## config.mk

```make
export PLATFORM = sky130hd
export DESIGN_NAME = obi_rr_arbiter
export DESIGN_NICKNAME = d
export VERILOG_FILES = /design/src/rtl/obi_rr_arbiter.sv
export SDC_FILE = /design/constraint.sdc
export NUM_CORES = 1
export LEC_CHECK = 0
export ABC_CLOCK_PERIOD_IN_PS = 2900
export CAP_MARGIN = 40
export CORE_AREA = 2 2 141 143
export DETAILED_ROUTE_END_ITERATION = 8
export DIE_AREA = 0 0 143 145
export PLACE_DENSITY = 0.54
export SLEW_MARGIN = 40
export SYNTH_ARGS = -nofsm -noshare
export SYNTH_HDL_FRONTEND = slang
export SYNTH_SLANG_ARGS = --single-unit
export TNS_END_PERCENT = 20
```

## constraint.sdc

```tcl
create_clock -name clk_i -period 2.9 [get_ports clk_i]
set_clock_uncertainty 0.2 [all_clocks]
set_input_delay 0.29 -clock clk_i [delete_from_list [all_inputs] [get_ports clk_i]]
set_output_delay 0.29 -clock clk_i [all_outputs]
set_load 0.03 [all_outputs]
```

## src/rtl/obi_rr_arbiter.sv

```systemverilog
// obi_rr_arbiter: N-master to 1-slave OBI arbiter with round-robin or fixed priority and in-order response routing.
//   clk_i/rst_i                  clock, synchronous active-high reset
//   m_req_i/m_gnt_o/m_addr_i/m_we_i/m_be_i/m_wdata_i   packed master request channels
//   m_rvalid_o/m_rdata_o/m_err_o one-hot response valid, shared read data and error
//   s_*                          single slave port
//   outstanding_o                registered response-FIFO occupancy
//   protocol_err_o               sticky flag for a response with nothing outstanding
module obi_rr_arbiter #(
    parameter int NUM_MASTERS     = 3,
    parameter int ADDR_WIDTH      = 32,
    parameter int DATA_WIDTH      = 32,
    parameter int MAX_OUTSTANDING = 2,
    parameter int FIXED_PRIO      = 0
) (
    input  logic                                  clk_i,
    input  logic                                  rst_i,
    input  logic [NUM_MASTERS-1:0]                m_req_i,
    output logic [NUM_MASTERS-1:0]                m_gnt_o,
    input  logic [NUM_MASTERS*ADDR_WIDTH-1:0]     m_addr_i,
    input  logic [NUM_MASTERS-1:0]                m_we_i,
    input  logic [NUM_MASTERS*DATA_WIDTH/8-1:0]   m_be_i,
    input  logic [NUM_MASTERS*DATA_WIDTH-1:0]     m_wdata_i,
    output logic [NUM_MASTERS-1:0]                m_rvalid_o,
    output logic [DATA_WIDTH-1:0]                 m_rdata_o,
    output logic                                  m_err_o,
    output logic                                  s_req_o,
    input  logic                                  s_gnt_i,
    output logic [ADDR_WIDTH-1:0]                 s_addr_o,
    output logic                                  s_we_o,
    output logic [DATA_WIDTH/8-1:0]               s_be_o,
    output logic [DATA_WIDTH-1:0]                 s_wdata_o,
    input  logic                                  s_rvalid_i,
    input  logic [DATA_WIDTH-1:0]                 s_rdata_i,
    input  logic                                  s_err_i,
    output logic [$clog2(MAX_OUTSTANDING+1)-1:0]  outstanding_o,
    output logic                                  protocol_err_o
);
    localparam int BW = DATA_WIDTH / 8;
    localparam int PW = $clog2(NUM_MASTERS);
    localparam int FW = MAX_OUTSTANDING > 1 ? $clog2(MAX_OUTSTANDING) : 1;
    localparam int CW = $clog2(MAX_OUTSTANDING + 1);

    logic [PW-1:0] rr_ptr, base, win, head;
    logic [PW-1:0] fifo [MAX_OUTSTANDING];
    logic [FW-1:0] wr_ptr, rd_ptr;
    logic [CW-1:0] count;
    logic          found, full, accept, pop;
    int            idx;

    assign base = FIXED_PRIO != 0 ? '0 : rr_ptr;

    // Scan from base upward with wrap; the first requester found wins.
    always_comb begin
        win   = '0;
        found = 1'b0;
        idx   = 0;
        for (int i = 0; i < NUM_MASTERS; i++) begin
            idx = int'(base) + i;
            if (idx >= NUM_MASTERS) idx = idx - NUM_MASTERS;
            if (!found && m_req_i[idx[PW-1:0]]) begin
                found = 1'b1;
                win   = idx[PW-1:0];
            end
        end
    end

    // A full FIFO blocks requests even when a pop lands in the same cycle.
    assign full      = count == CW'(MAX_OUTSTANDING);
    assign s_req_o   = found && !full && !rst_i;
    assign accept    = s_req_o && s_gnt_i;
    assign s_addr_o  = found ? m_addr_i[win*ADDR_WIDTH +: ADDR_WIDTH] : '0;
    assign s_we_o    = found && m_we_i[win];
    assign s_be_o    = found ? m_be_i[win*BW +: BW] : '0;
    assign s_wdata_o = found ? m_wdata_i[win*DATA_WIDTH +: DATA_WIDTH] : '0;
    assign m_gnt_o   = accept ? NUM_MASTERS'(1) << win : '0;

    assign pop        = s_rvalid_i && count != '0 && !rst_i;
    assign head       = fifo[rd_ptr];
    assign m_rvalid_o = pop ? NUM_MASTERS'(1) << head : '0;
    assign m_rdata_o  = s_rdata_i;
    assign m_err_o    = s_err_i;

    assign outstanding_o = count;

    always_ff @(posedge clk_i) begin
        if (rst_i) begin
            rr_ptr         <= '0;
            wr_ptr         <= '0;
            rd_ptr         <= '0;
            count          <= '0;
            protocol_err_o <= 1'b0;
        end else begin
            if (accept) begin
                wr_ptr <= wr_ptr == FW'(MAX_OUTSTANDING - 1) ? '0 : wr_ptr + 1'b1;
                if (FIXED_PRIO == 0) rr_ptr <= win == PW'(NUM_MASTERS - 1) ? '0 : win + 1'b1;
            end
            if (pop) rd_ptr <= rd_ptr == FW'(MAX_OUTSTANDING - 1) ? '0 : rd_ptr + 1'b1;
            count <= count + CW'(accept) - CW'(pop);
            if (s_rvalid_i && count == '0) protocol_err_o <= 1'b1;
        end
    end

    always_ff @(posedge clk_i) begin
        if (accept) fifo[wr_ptr] <= win;
    end
endmodule
```

==> results of run 1 <==
kinds of logic after synthesis:
kind of cell               count (synthesis)
buffers and inverters                     68
DFF                                       12
adders and majority gates                  4
xor gates and xnor gates                   3
muxes                                      7
AOI/OAI and AO/OA                         97
and+or+nand+nor                          108
layer usage:
metal / vias up / part of all wire [%] / GRT usage (%)
met3: 23 / 8.7 / 4.85
met5: - / 0.16 / 0
li1: 1647 / - / -
met1: 1604 / 40 / 14.8
met4: 4 / 1.7 / 3.07
met2: 184 / 49 / 22.6
layout by cell type (no fill, tap or decap), drive strengths merged, types with 2 or more instances in the layout:
cell type / count
o21ai: 5
clkdlybuf4s15: 2
dfxtp: 8
nor2: 15
a221o: 69
buf: 98
ha: 4
and2: 72
edfxtp: 4
clkdlybuf4s50: 219
mux2: 5
xnor2: 2
clkbuf: 6
nand2b: 7
mux2i: 2
nor2b: 2
nand2: 7
inv: 9
a22o: 3
a21oi: 6
sequential cells by signal (all words and copies together) (netlist names), named ones only:
signal / flops
fifo: 4
base: 2
outstanding_o: 2
rd_ptr: 1
protocol_err_o: 1
wr_ptr: 1
power groups by stage:
stage / combinational (uW) / clock, uW / sequential [uW]
2_1_floorplan: 1420 / 0 / 238
3_3_place_gp: 2730 / 0 / 226
3_5_place_dp: 2750 / 0 / 228
4_1_cts: 2840 / 255 / 225
5_1_grt: 3200 / 267 / 231
6_report: 3070 / 253 / 226
worst min-delay path, delay by kind of cell (launching register included):
family             cells  cell delay [ns]
AOI/OAI and AO/OA      1             0.04
DFF                    1             0.32
and+or+nand+nor        1             0.07
path summary, 6_finish.rpt:
check                         startpoint                     endpoint  slack [ns]  cells after the start
max reg2reg         base[1]$_SDFFE_PP0P_  outstanding_o[1]$_SDFF_PP0_        0.04                     13
min reg2reg  protocol_err_o$_SDFFE_PP0P_  protocol_err_o$_SDFFE_PP0P_        0.27                      2
min          protocol_err_o$_SDFFE_PP0P_  protocol_err_o$_SDFFE_PP0P_        0.27                      2
max                 base[1]$_SDFFE_PP0P_                  s_addr_o[3]       -0.25                     11
what timing repair did:
item | in CTS | in global routing
pin swaps | 3 | 23
resized for setup | 34 | 33
setup endpoints to repair | 74 | 73
gates cloned | 0 | 5
setup buffers | 1 | 3
cell type report:
class,count,area (sq um),area share (%)
repair buffers,323,3630,59.3
multi-input cells,219,1750,28.7
well taps,265,332,5.42
flip-flops and latches,12,285,4.67
clock buffers,3,75.1,1.23
inverters,9,36.3,0.594
clock inverters,1,3.75,0.0614
diodes,1,2.50,0.0409
per-stage QoR:
stage / setup slack [ns] / cell area [sq um] / instances
after floorplan: -0.153 / 2410 / 299
after global placement: -0.182 / 5680 / 819
after detailed placement: -0.249 / 5680 / 819
after CTS: -0.226 / 5870 / 824
after global routing: -0.353 / 6110 / 833
final: -0.247 / 6110 / 833
==> results.md, run 1 <==
## Placement
* gpl congestion: 0.933
* PortBufs: 292
* sum of net half-perimeters after detailed placement: 12300 um

## CTS
* total clock buffers created by CTS: 3
* number of H-tree branching levels: 1
* Hold Buf Count CTS: 0
* CTS clock-pin slew for the worst setup and hold paths: 0.04 ns
* number of sinks driven by the clock tree: 12
* clock network latency to the later pin of the worst-skew pair: 0.24 ns
* root cell of the clock tree: sky130_fd_sc_hd__clkbuf_16
* TritonCTS clock tree: yes
* CTS max path bufs: 2

## STA
* Total Negative Setup Slacks: -11.56 ns
* hold_ws: 0.272 ns
* post-route minimum period: 3.15 ns
* Max Fclk: 318 MHz
* Tightest Pin Transition: 0.310 ns
* Slew Limit Headroom: 79.2%
* least setup slack across all paths after layout: -0.247 ns
* final worst-path cycle share: 109%
* number of endpoints with negative hold slack in the final report: 0
* unrepaired setup endpoints after global routing: true
* endpoints failing setup: 69
* final-report max-slew violation count: 0

## Yosys
* post-synth design cell area: 2340 sq um
* Compound-Gate Fraction of Synth Area: 38.1%
* share of flip-flops with an asynchronous set or reset: 0%
* fraction of the yosys area taken by sequential cells: 12.0%
* most area-consuming cells after synthesis: sky130_fd_sc_hd__a221o_1 29%, sky130_fd_sc_hd__and2_1 19%, sky130_fd_sc_hd__buf_4 11%
* syn_nets: 550
* dominant combinational cell family by area after synthesis: compound AO/OA/AOI/OAI gates
* synthesized area divided by synthesized cell count: 7.84 sq um
* synthesized-area fraction occupied by xor and xnor cells: 1.12%
* Mapped Cells: 299
* synthesis warning total: 0
* most used flip-flop cell after synthesis: sky130_fd_sc_hd__dfxtp_1
* multiplexer share of the synthesized area: 3.26%
* Post-Synth Simple-Gate Area: 26.5%
* number of synthesized register bits: 12
* dominant cell by count in the synthesized netlist: sky130_fd_sc_hd__and2_1
* commonest cells in the synthesized netlist: 72 x sky130_fd_sc_hd__and2_1, 69 x sky130_fd_sc_hd__a221o_1, 34 x sky130_fd_sc_hd__buf_4, 18 x sky130_fd_sc_hd__clkbuf_1, 15 x sky130_fd_sc_hd__nor2_1
* Post-Synth Adder-Cell Area: 2.14%
* library cell occupying the most area in the post-synthesis netlist: sky130_fd_sc_hd__a221o_1
* post-synth cell types: 40
* number of flops mapped to enable cells by yosys: 4
* top cell type's share of synthesized area: 29.5%

## Cells and area
* final net count: 819
* share of final-layout standard cells stronger than drive strength 1: 24.5%
* Syn-to-layout area delta: 161%
* number of inserted filler cells in the final layout: 1957
* Finished Core Util: 31.8%

## Routing
* Initial DRC Count: 157
* vias after detailed routing: 3462
* number of detailed-route iterations in the first pass: 4
* drt drc: 0
* post-route antenna net violation count: 0
* post-detailed-route wirelength per cell: 18.2 um
* detailed-route wire length: 15200 um
* vias per std cell: 4.16

## Setup path
* Crit path buffers/inverters: 6
* maximum cell stage delay along the critical path: 0.37 ns
* kind of cell with the highest combined delay on the critical path: compound AO/OA/AOI/OAI gates
* Worst path slowest cell: sky130_fd_sc_hd__a221o_1
* CP endpoint kind: output port
* CP Max Fanout: 5
* WP data arrival: 2.66 ns
* data required time of the worst path: 2.41 ns
* startpoint type of the worst setup path: register
* crit-path most repeated cell: sky130_fd_sc_hd__buf_6
* Crit Path Class: register to output port
* CP Cell Sequence: buf_6, ha_4, a22o_1, a222oi_1, buf_4, buf_6, o22ai_4, buf_6, buf_12, a221o_1, buf_12

## Outcome
* outcome: finished with violations
* violations in the final reports: setup timing

## Floorplanning
* die footprint: 20700 sq um
* die width: 143 um
* number of placement rows: 51
* core footprint: 19200 sq um
* Initial Util: 12.2%
* die height: 145 um
* ports placed on the boundary: 359

## Power
* sequential power share: 6.4%
* leakage dissipation: 0.00242 uW
* relative contribution of the clock network to total power: 7.1%
* total power: 3550 uW
* Power per Cell Area: 580 nW/um^2
* share of power burned in combinational logic: 86.5%
* worst-case vdd ir drop: 0.264 mV
* Internal Pwr Total: 1980 uW
* switching share of total power: 44.2%
* switching power of the nets: 1570 uW

## Global route
* maximum number of pins on one net before global-route repair: 42
* total track usage: 12.9%
* GRT overflow: 0
* number of global-route vias before repair: 3611
* global-route wire length before repair: 20900 um
* antenna violations before repair: 3

## Run
* max-capacitance violation count: 0

## Min path
* kind of path behind the tightest hold check: register to register

Note: power is estimated with default switching activity, not from simulation.
==> inputs of run 2 (changes only) <==
--- a/config.mk
+++ b/config.mk
@@ -5,12 +5,13 @@
 export SDC_FILE = /design/constraint.sdc
 export NUM_CORES = 1
 export LEC_CHECK = 0
+export ABC_AREA = 1
 export ABC_CLOCK_PERIOD_IN_PS = 2900
 export CAP_MARGIN = 40
-export CORE_AREA = 2 2 141 143
+export CORE_AREA = 2 2 140 142
 export DETAILED_ROUTE_END_ITERATION = 8
-export DIE_AREA = 0 0 143 145
-export PLACE_DENSITY = 0.54
+export DIE_AREA = 0 0 142 144
+export PLACE_DENSITY = 0.6
 export SLEW_MARGIN = 40
 export SYNTH_ARGS = -nofsm -noshare
 export SYNTH_HDL_FRONTEND = slang
==> constraint.sdc (replaced) <==
create_clock -name clk_i -period 2.9 [get_ports clk_i]
set_clock_uncertainty 0.2 [all_clocks]
set_input_delay 0.29 -clock clk_i [delete_from_list [all_inputs] [get_ports clk_i]]
set_output_delay 0.29 -clock clk_i [all_outputs]
set_load 0.01 [all_outputs]
==> results.md, run 2 <==
## Outcome
* outcome: finished with violations
* violations in the final reports: setup timing

## Routing
* vias after detailed routing: 5263, +52%
* post-detailed-route wirelength per cell: 17.4 um, -4.7%
* drt drc: 0, unchanged
* number of detailed-route iterations in the first pass: 4, unchanged
* detailed-route wire length: 20200 um, +33%
* vias per std cell: 4.53, +9.1%
* Initial DRC Count: 164, +4.5%
* post-route antenna net violation count: 0, unchanged

## Yosys
* fraction of the yosys area taken by sequential cells: 8.77%, -3.2 points
* post-synth cell types: 27, -33%
* synthesis warning total: 0, unchanged
* most area-consuming cells after synthesis: sky130_fd_sc_hd__nand3_1 34%, sky130_fd_sc_hd__nand2_1 13%, sky130_fd_sc_hd__inv_1 11%
* most used flip-flop cell after synthesis: sky130_fd_sc_hd__dfxtp_1
* Mapped Cells: 606, +100%
* number of synthesized register bits: 12, unchanged
* dominant cell by count in the synthesized netlist: sky130_fd_sc_hd__nand3_1
* synthesized area divided by synthesized cell count: 5.27 sq um, -33%
* commonest cells in the synthesized netlist: 217 x sky130_fd_sc_hd__nand3_1, 114 x sky130_fd_sc_hd__nand2_1, 90 x sky130_fd_sc_hd__inv_1, 47 x sky130_fd_sc_hd__a21oi_1, 39 x sky130_fd_sc_hd__buf_4
* number of flops mapped to enable cells by yosys: 4, unchanged
* top cell type's share of synthesized area: 34.0%, +4.5 points
* post-synth design cell area: 3200 sq um, +36%
* syn_nets: 857, +56%
* share of flip-flops with an asynchronous set or reset: 0%, unchanged
* library cell occupying the most area in the post-synthesis netlist: sky130_fd_sc_hd__nand3_1

## Floorplanning
* die footprint: 20400 sq um, -1.4%
* core footprint: 19100 sq um, -0.66%
* ports placed on the boundary: 359, unchanged
* number of placement rows: 51, unchanged
* die width: 142 um, -0.70%
* Initial Util: 16.7%, +4.5 points
* die height: 144 um, -0.69%

## Setup path
* CP Cell Sequence: inv_2, ha_4, inv_2, nand2_1, nand3_1, nand2_2, nand3_2, nand2_1, nor2_4, buf_12, buf_6, nand3_1, nand3_1, nand2_1, inv_1, clkdlybuf4s50_1
* WP data arrival: 2.58 ns, -0.08 ns
* CP endpoint kind: output port
* Crit path buffers/inverters: 6, unchanged
* Crit Path Class: register to output port
* launch instance of the worst register-to-register path: base[0]$_SDFFE_PP0P_
* number of logic stages on the critical path including buffering: 16, +5
* CP Max Fanout: 7, +2
* kind of cell with the highest combined delay on the critical path: buffers and inverters
* maximum cell stage delay along the critical path: 0.53 ns, +0.16 ns
* data required time of the worst path: 2.41 ns, about the same
* Worst path slowest cell: sky130_fd_sc_hd__clkdlybuf4s50_1
* startpoint type of the worst setup path: register
* count of cells along the worst register-to-register path: 16, +3
* first element of the critical path: base[0]$_SDFFE_PP0P_

## CTS
* root cell of the clock tree: sky130_fd_sc_hd__clkbuf_16
* CTS clock-pin slew for the worst setup and hold paths: 0.05 ns, about the same
* CTS max path bufs: 2, unchanged
* Hold Buf Count CTS: 0, unchanged
* number of sinks driven by the clock tree: 12, unchanged
* clock network latency to the later pin of the worst-skew pair: 0.24 ns, about the same
* total clock buffers created by CTS: 3, unchanged
* number of H-tree branching levels: 1, unchanged
* TritonCTS clock tree: yes

## Placement
* PortBufs: 292, unchanged
* Inst Count DP: 1107, +35%
* sum of net half-perimeters after detailed placement: 14000 um, +14%
* gpl congestion: 0.831, -11%

## Global route
* GRT overflow: 0, unchanged
* antenna violations before repair: 0, -3
* number of global-route vias before repair: 4869, +35%
* total track usage: 17.6%, +4.7 points
* maximum number of pins on one net before global-route repair: 44, +4.8%
* global-route wire length before repair: 27700 um, +32%

## Cells and area
* # diodes: 0, -1
* largest reg by FF count: fifo
* Syn-to-layout area delta: 128%
* share of final-layout standard cells stronger than drive strength 1: 23.6%, -0.90 points
* final net count: 1175, +43%
* flip-flop count of the largest register after layout: 4, unchanged
* most common library cell in the layout ignoring fill and taps: sky130_fd_sc_hd__clkdlybuf4s50_1
* post-layout instance count excluding filler cells: 1161, +39%
* commonest cells after routing, fill and taps aside: 220 x sky130_fd_sc_hd__clkdlybuf4s50_1, 207 x sky130_fd_sc_hd__nand3_1, 109 x sky130_fd_sc_hd__nand2_1, 86 x sky130_fd_sc_hd__inv_1, 54 x sky130_fd_sc_hd__buf_4

## Run
* max-capacitance violation count: 0, unchanged

## STA
* unrepaired setup endpoints after global routing: true
* Tightest Pin Transition: 0.328 ns, +0.0180 ns
* Max Fclk: 325 MHz, +2.4%
* final-report max-slew violation count: 0, unchanged
* final worst-path cycle share: 106%, -2.5 points
* least setup slack across all paths after layout: -0.173 ns, +0.0736 ns
* Slew Limit Headroom: 77.9%, -1.4 points
* endpoints failing setup: 30, -57%
* post-route minimum period: 3.07 ns, -0.0736 ns
* number of endpoints with negative hold slack in the final report: 0, unchanged

## Min path
* startpoint of the tightest hold check path: protocol_err_o$_SDFFE_PP0P_
* kind of path behind the tightest hold check: register to register
* Min-Delay Path Depth: 2, unchanged

## Power
* total power: 5260 uW, +48%
* Power per Cell Area: 722 nW/um^2, +24%
* worst-case vdd ir drop: 0.303 mV, +15%
* leakage dissipation: 0.00352 uW, +45%

-- run 2: cell types whose count changed after synthesis, moves of 11 or more --
cell / before / now
sky130_fd_sc_hd__nand3_1: 1 / 217
sky130_fd_sc_hd__nand2_1: 7 / 114
sky130_fd_sc_hd__inv_1: 9 / 90
sky130_fd_sc_hd__and2_1: 72 / 0
sky130_fd_sc_hd__a221o_1: 69 / 0
sky130_fd_sc_hd__a21oi_1: 6 / 47
sky130_fd_sc_hd__buf_2: 6 / 30
sky130_fd_sc_hd__clkbuf_1: 18 / 7
-- run 2: cells by family (layout without fill, tap and decap cells) --
family | Yosys count | count (layout) | synth area share [%]
AO/OA/AOI/OAI | 53 | 53 | 8.42
adder cells (fa/ha/maj) | 4 | 4 | 1.57
AND/OR/NAND/NOR | 359 | 359 | 53.5
flip-flops | 12 | 12 | 8.77
XOR/XNOR | 2 | 2 | 0.548
buffers and inverters | 176 | 493 | 27.2
-- run 2: cell type report --
type | count | area, sq um
Clock inverter | 1 | 3.75
Timing Repair Buffer | 392 | 4010
Tap cell | 238 | 298
Inverter | 97 | 385
Multi-Input combinational cell | 418 | 2230
Clock buffer | 3 | 75.1
Sequential cell | 12 | 285
Fill cell | 2036 | 11800
-- run 2: stage by stage --
stage / hold WS [ns] / utilization (%) / cell area, sq um / setup TNS (ns) / worst slack (ns)
floorplan: 0.235 / - / 3200 / 0 / 0.445
global placement: 0.254 / 33.9 / 6460 / -17.17 / -0.386
detailed placement: 0.280 / 33.9 / 6460 / -17.25 / -0.370
CTS: 0.296 / 36.7 / 7010 / -2.78 / -0.196
global route: 0.340 / 38.2 / 7290 / -10.25 / -0.304
finish: 0.282 / 38.2 / 7290 / -1.79 / -0.173
-- run 2: power by group --
group          switching, uW  total (uW)  internal, uW
logic                   2370        4760          2390
registers               26.7         244           217
clock network           75.3         257           182
-- run 2: final timing paths --
check / slack [ns] / end
worst max-delay path: -0.17 / s_addr_o[27]
worst min-delay path: 0.28 / protocol_err_o$_SDFFE_PP0P_
worst max register to register: 0.32 / outstanding_o[1]$_SDFF_PP0_
worst min register to register: 0.28 / protocol_err_o$_SDFFE_PP0P_
-- run 2: metal layers --
metal,GRT usage (%),wire length [um],vias to the layer above
met5,0,0,-
met4,4.63,417,0
met3,4.50,1680,26
met2,32.8,10300,242
met1,19.9,7770,2414
li1,-,-,2581
-- run 2: repair_timing --
item	4_1_cts	5_1_grt
gates cloned	9	2
resized for setup	233	74
buffers inserted	16	24
pin swaps	7	8
setup endpoints to repair	72	71
-- run 2: worst min-delay path, stage by stage (launching register included) --
cell and delay [ns]:
sky130_fd_sc_hd__dfxtp_1 0.32, sky130_fd_sc_hd__a21oi_1 0.04, sky130_fd_sc_hd__nor2_1 0.08
==> inputs of run 3 (changes only) <==
--- a/config.mk
+++ b/config.mk
@@ -8,10 +8,12 @@
 export ABC_AREA = 1
 export ABC_CLOCK_PERIOD_IN_PS = 2900
 export CAP_MARGIN = 40
-export CORE_AREA = 2 2 140 142
+export CELL_PAD_IN_SITES_DETAIL_PLACEMENT = 1
+export CELL_PAD_IN_SITES_GLOBAL_PLACEMENT = 1
+export CORE_AREA = 2 2 155 157
 export DETAILED_ROUTE_END_ITERATION = 8
-export DIE_AREA = 0 0 142 144
-export PLACE_DENSITY = 0.6
+export DIE_AREA = 0 0 157 159
+export PLACE_DENSITY = 0.79
 export SLEW_MARGIN = 40
 export SYNTH_ARGS = -nofsm -noshare
 export SYNTH_HDL_FRONTEND = slang
==> results.md, run 3 (synthesis gave the netlist of run 2 again) <==
## Setup path
* Crit path buffers/inverters: 6, unchanged
* data required time of the worst path: 2.41 ns, about the same
* count of cells along the worst register-to-register path: 18, +2
* CP Max Fanout: 9, +2
* crit-path most repeated cell: sky130_fd_sc_hd__buf_6
* kind of cell with the highest combined delay on the critical path: buffers and inverters
* CP endpoint kind: output port
* launch instance of the worst register-to-register path: base[0]$_SDFFE_PP0P_
* CP Cell Sequence: buf_6, ha_4, o21ai_2, nand2_4, nand3_4, buf_6, nand3_4, buf_12, nand2_8, buf_4, buf_6, nand3_1, a21oi_1, clkdlybuf4s15_2
* endpoint of the lowest-slack register-to-register path: outstanding_o[1]$_SDFF_PP0_
* WP data arrival: 2.55 ns, -0.03 ns
* startpoint type of the worst setup path: register
* maximum cell stage delay along the critical path: 0.33 ns, -0.20 ns
* Crit Path Class: register to output port
* Worst path slowest cell: sky130_fd_sc_hd__dfxtp_2
* number of logic stages on the critical path including buffering: 14, -2
* worst setup slack for register-to-register paths: 0.11 ns, -0.21 ns

## Outcome
* outcome: finished with violations
* violations in the final reports: setup timing

## STA
* number of endpoints with negative hold slack in the final report: 0, unchanged
* endpoints failing setup: 37, +23%
* least setup slack across all paths after layout: -0.135 ns, +0.0378 ns
* unrepaired setup endpoints after global routing: true
* Tightest Pin Transition: 0.335 ns, +0.00661 ns
* Max Fclk: 329 MHz, +1.2%
* post-route minimum period: 3.04 ns, -0.0378 ns
* final-report max-slew violation count: 0, unchanged
* final worst-path cycle share: 105%, -1.3 points
* Slew Limit Headroom: 77.4%, -0.45 points

## Floorplanning
* die footprint: 25000 sq um, +22%
* core footprint: 23200 sq um, +22%
* die width: 157 um, +11%
* die height: 159 um, +10%
* ports placed on the boundary: 359, unchanged
* Initial Util: 13.8%, -3.0 points
* number of placement rows: 56, +9.8%

## Power
* Power per Cell Area: 713 nW/um^2, -1.3%
* switching power of the nets: 2530 uW, +2.0%
* total power: 5220 uW, -0.72%
* relative contribution of the clock network to total power: 5.0%, about the same
* switching share of total power: 48.4%, +1.3 points
* share of power burned in combinational logic: 90.3%, -0.2 points
* worst-case vdd ir drop: 0.233 mV, -23%
* Internal Pwr Total: 2700 uW, -3.1%
* sequential power share: 4.7%, about the same
* leakage dissipation: 0.00348 uW, -1.2%

## Routing
* number of detailed-route iterations in the first pass: 4, unchanged
* post-detailed-route wirelength per cell: 17.4 um, +0.17%
* detailed-route wire length: 21700 um, +7.6%
* vias after detailed routing: 5355, +1.7%
* post-route antenna net violation count: 0, unchanged
* drt drc: 0, unchanged
* vias per std cell: 4.29, -5.3%
* Initial DRC Count: 206, +26%

## CTS
* CTS max path bufs: 2, unchanged
* CTS clock-pin slew for the worst setup and hold paths: 0.05 ns, about the same
* TritonCTS clock tree: yes
* number of H-tree branching levels: 1, unchanged
* Hold Buf Count CTS: 0, unchanged
* clock network latency to the later pin of the worst-skew pair: 0.24 ns, about the same
* root cell of the clock tree: sky130_fd_sc_hd__clkbuf_16
* number of sinks driven by the clock tree: 12, unchanged
* total clock buffers created by CTS: 3, unchanged

## Placement
* worst setup timing slack at the placement stage: -0.385 ns, -0.0150 ns
* PortBufs: 292, unchanged
* gpl congestion: 0.796, -4.2%
* sum of net half-perimeters after detailed placement: 15400 um, +10%

## Cells and area
* Syn-to-layout area delta: 129%
* commonest cells after routing, fill and taps aside: 217 x sky130_fd_sc_hd__clkdlybuf4s50_1, 204 x sky130_fd_sc_hd__nand3_1, 106 x sky130_fd_sc_hd__nand2_1, 85 x sky130_fd_sc_hd__inv_1, 67 x sky130_fd_sc_hd__buf_4
* flip-flop count of the largest register after layout: 4, unchanged
* most common library cell in the layout ignoring fill and taps: sky130_fd_sc_hd__clkdlybuf4s50_1
* # diodes: 0, unchanged
* share of final-layout standard cells stronger than drive strength 1: 26.3%, +2.7 points
* number of inserted filler cells in the final layout: 2896, +42%
* final net count: 1180, +0.43%
* largest reg by FF count: fifo
* footprint of the multi-input gates: 2280 sq um, +2.2%
* area used by sequential logic in the layout: 285 sq um, unchanged

## Min path
* kind of path behind the tightest hold check: register to register
* hold worst-path end: protocol_err_o$_SDFFE_PP0P_
* Min-Delay Path Depth: 2, unchanged
* startpoint of the tightest hold check path: protocol_err_o$_SDFFE_PP0P_

## Global route
* maximum number of pins on one net before global-route repair: 42, -4.5%
* GRT overflow: 0, unchanged
* number of global-route vias before repair: 5698, +17%
* total track usage: 16.1%, -1.5 points
* antenna violations before repair: 0, unchanged
* global-route wire length before repair: 31100 um, +12%

## Run
* max-capacitance violation count: 0, unchanged

-- run 3: cell count changes in the layout (fill, tap and decap cells not counted), sizes merged --
cell           previous run  this run
inv                      96        95
buf                     127       139
clkdlybuf4s50           220       217
clkbuf                   15        19
bufbuf                    3         2
dlygate4sd2               4         1
clkdlybuf4s15            23        20
-- run 3: cell type report --
cell class	instances	share of cell area, %
inverters	97	5.24
repair buffers	397	53.3
well taps	319	5.45
flip-flops and latches	12	3.89
clock buffers	4	1.08
multi-input cells	418	31.1
-- run 3: worst reg2reg max path: stages, from the launching register on --
cell and delay (ns):
sky130_fd_sc_hd__dfxtp_2 0.33, sky130_fd_sc_hd__buf_6 0.12, sky130_fd_sc_hd__ha_4 0.19, sky130_fd_sc_hd__o21ai_2 0.20, sky130_fd_sc_hd__nand2_4 0.10, sky130_fd_sc_hd__buf_4 0.14, sky130_fd_sc_hd__buf_4 0.12, sky130_fd_sc_hd__nand3_2 0.11
sky130_fd_sc_hd__buf_12 0.11, sky130_fd_sc_hd__nand2_1 0.09, sky130_fd_sc_hd__nor2_4 0.15, sky130_fd_sc_hd__inv_2 0.05, sky130_fd_sc_hd__buf_4 0.15, sky130_fd_sc_hd__nand2_1 0.08, sky130_fd_sc_hd__nand2_1 0.06, sky130_fd_sc_hd__ha_1 0.18
sky130_fd_sc_hd__xor2_1 0.17, sky130_fd_sc_hd__nand3_1 0.10, sky130_fd_sc_hd__o21ai_1 0.08
-- run 3: worst max-delay path by stage --
stage                         startpoint                     endpoint  slack [ns]
detailed placement            m_req_i[2]                  s_addr_o[0]       -0.38
global placement              m_req_i[2]                  s_addr_o[0]       -0.37
CTS                 base[1]$_SDFFE_PP0P_                 s_addr_o[13]       -0.14
floorplan           base[0]$_SDFFE_PP0P_  outstanding_o[1]$_SDFF_PP0_        0.44
finish              base[0]$_SDFFE_PP0P_                 s_addr_o[17]       -0.14
global route        base[0]$_SDFFE_PP0P_                 s_addr_o[17]       -0.25
-- run 3: repair_timing --
action | 4_1_cts | 5_1_grt
gates resized for setup | 268 | 78
buffers inserted | 29 | 7
pin swaps | 8 | 13
cloned | 6 | 2
endpoints found under the setup margin | 73 | 72
-- run 3: per-stage QoR --
stage	instance area, sq um	util, %	hold slack, ns	cells	TNS, ns
6_report	7330	31.6	0.266	1247	-2.06
5_1_grt	7330	31.6	0.325	1247	-10.36
4_1_cts	7310	31.5	0.272	1241	-3.87
3_5_place_dp	6650	28.7	0.262	1202	-20.52
3_3_place_gp	6650	28.7	0.252	1202	-17.86
2_1_floorplan	3200	-	0.235	606	0
-- run 3: power groups by stage --
stage	combinational [uW]	clock, uW	sequential (uW)
6_report	4720	263	245
5_1_grt	5140	275	251
4_1_cts	4680	269	245
3_5_place_dp	4340	0	245
3_3_place_gp	4290	0	244
2_1_floorplan	2020	0	246
-- run 3: per-layer routing --
metal / track usage [%] / vias up / part of all wire, %
met1: 17.0 / 2483 / 38
met2: 30.5 / 241 / 51
li1: - / 2579 / -
met4: 6.51 / 0 / 4.0
met3: 3.18 / 52 / 7.6
met5: 0 / - / 0
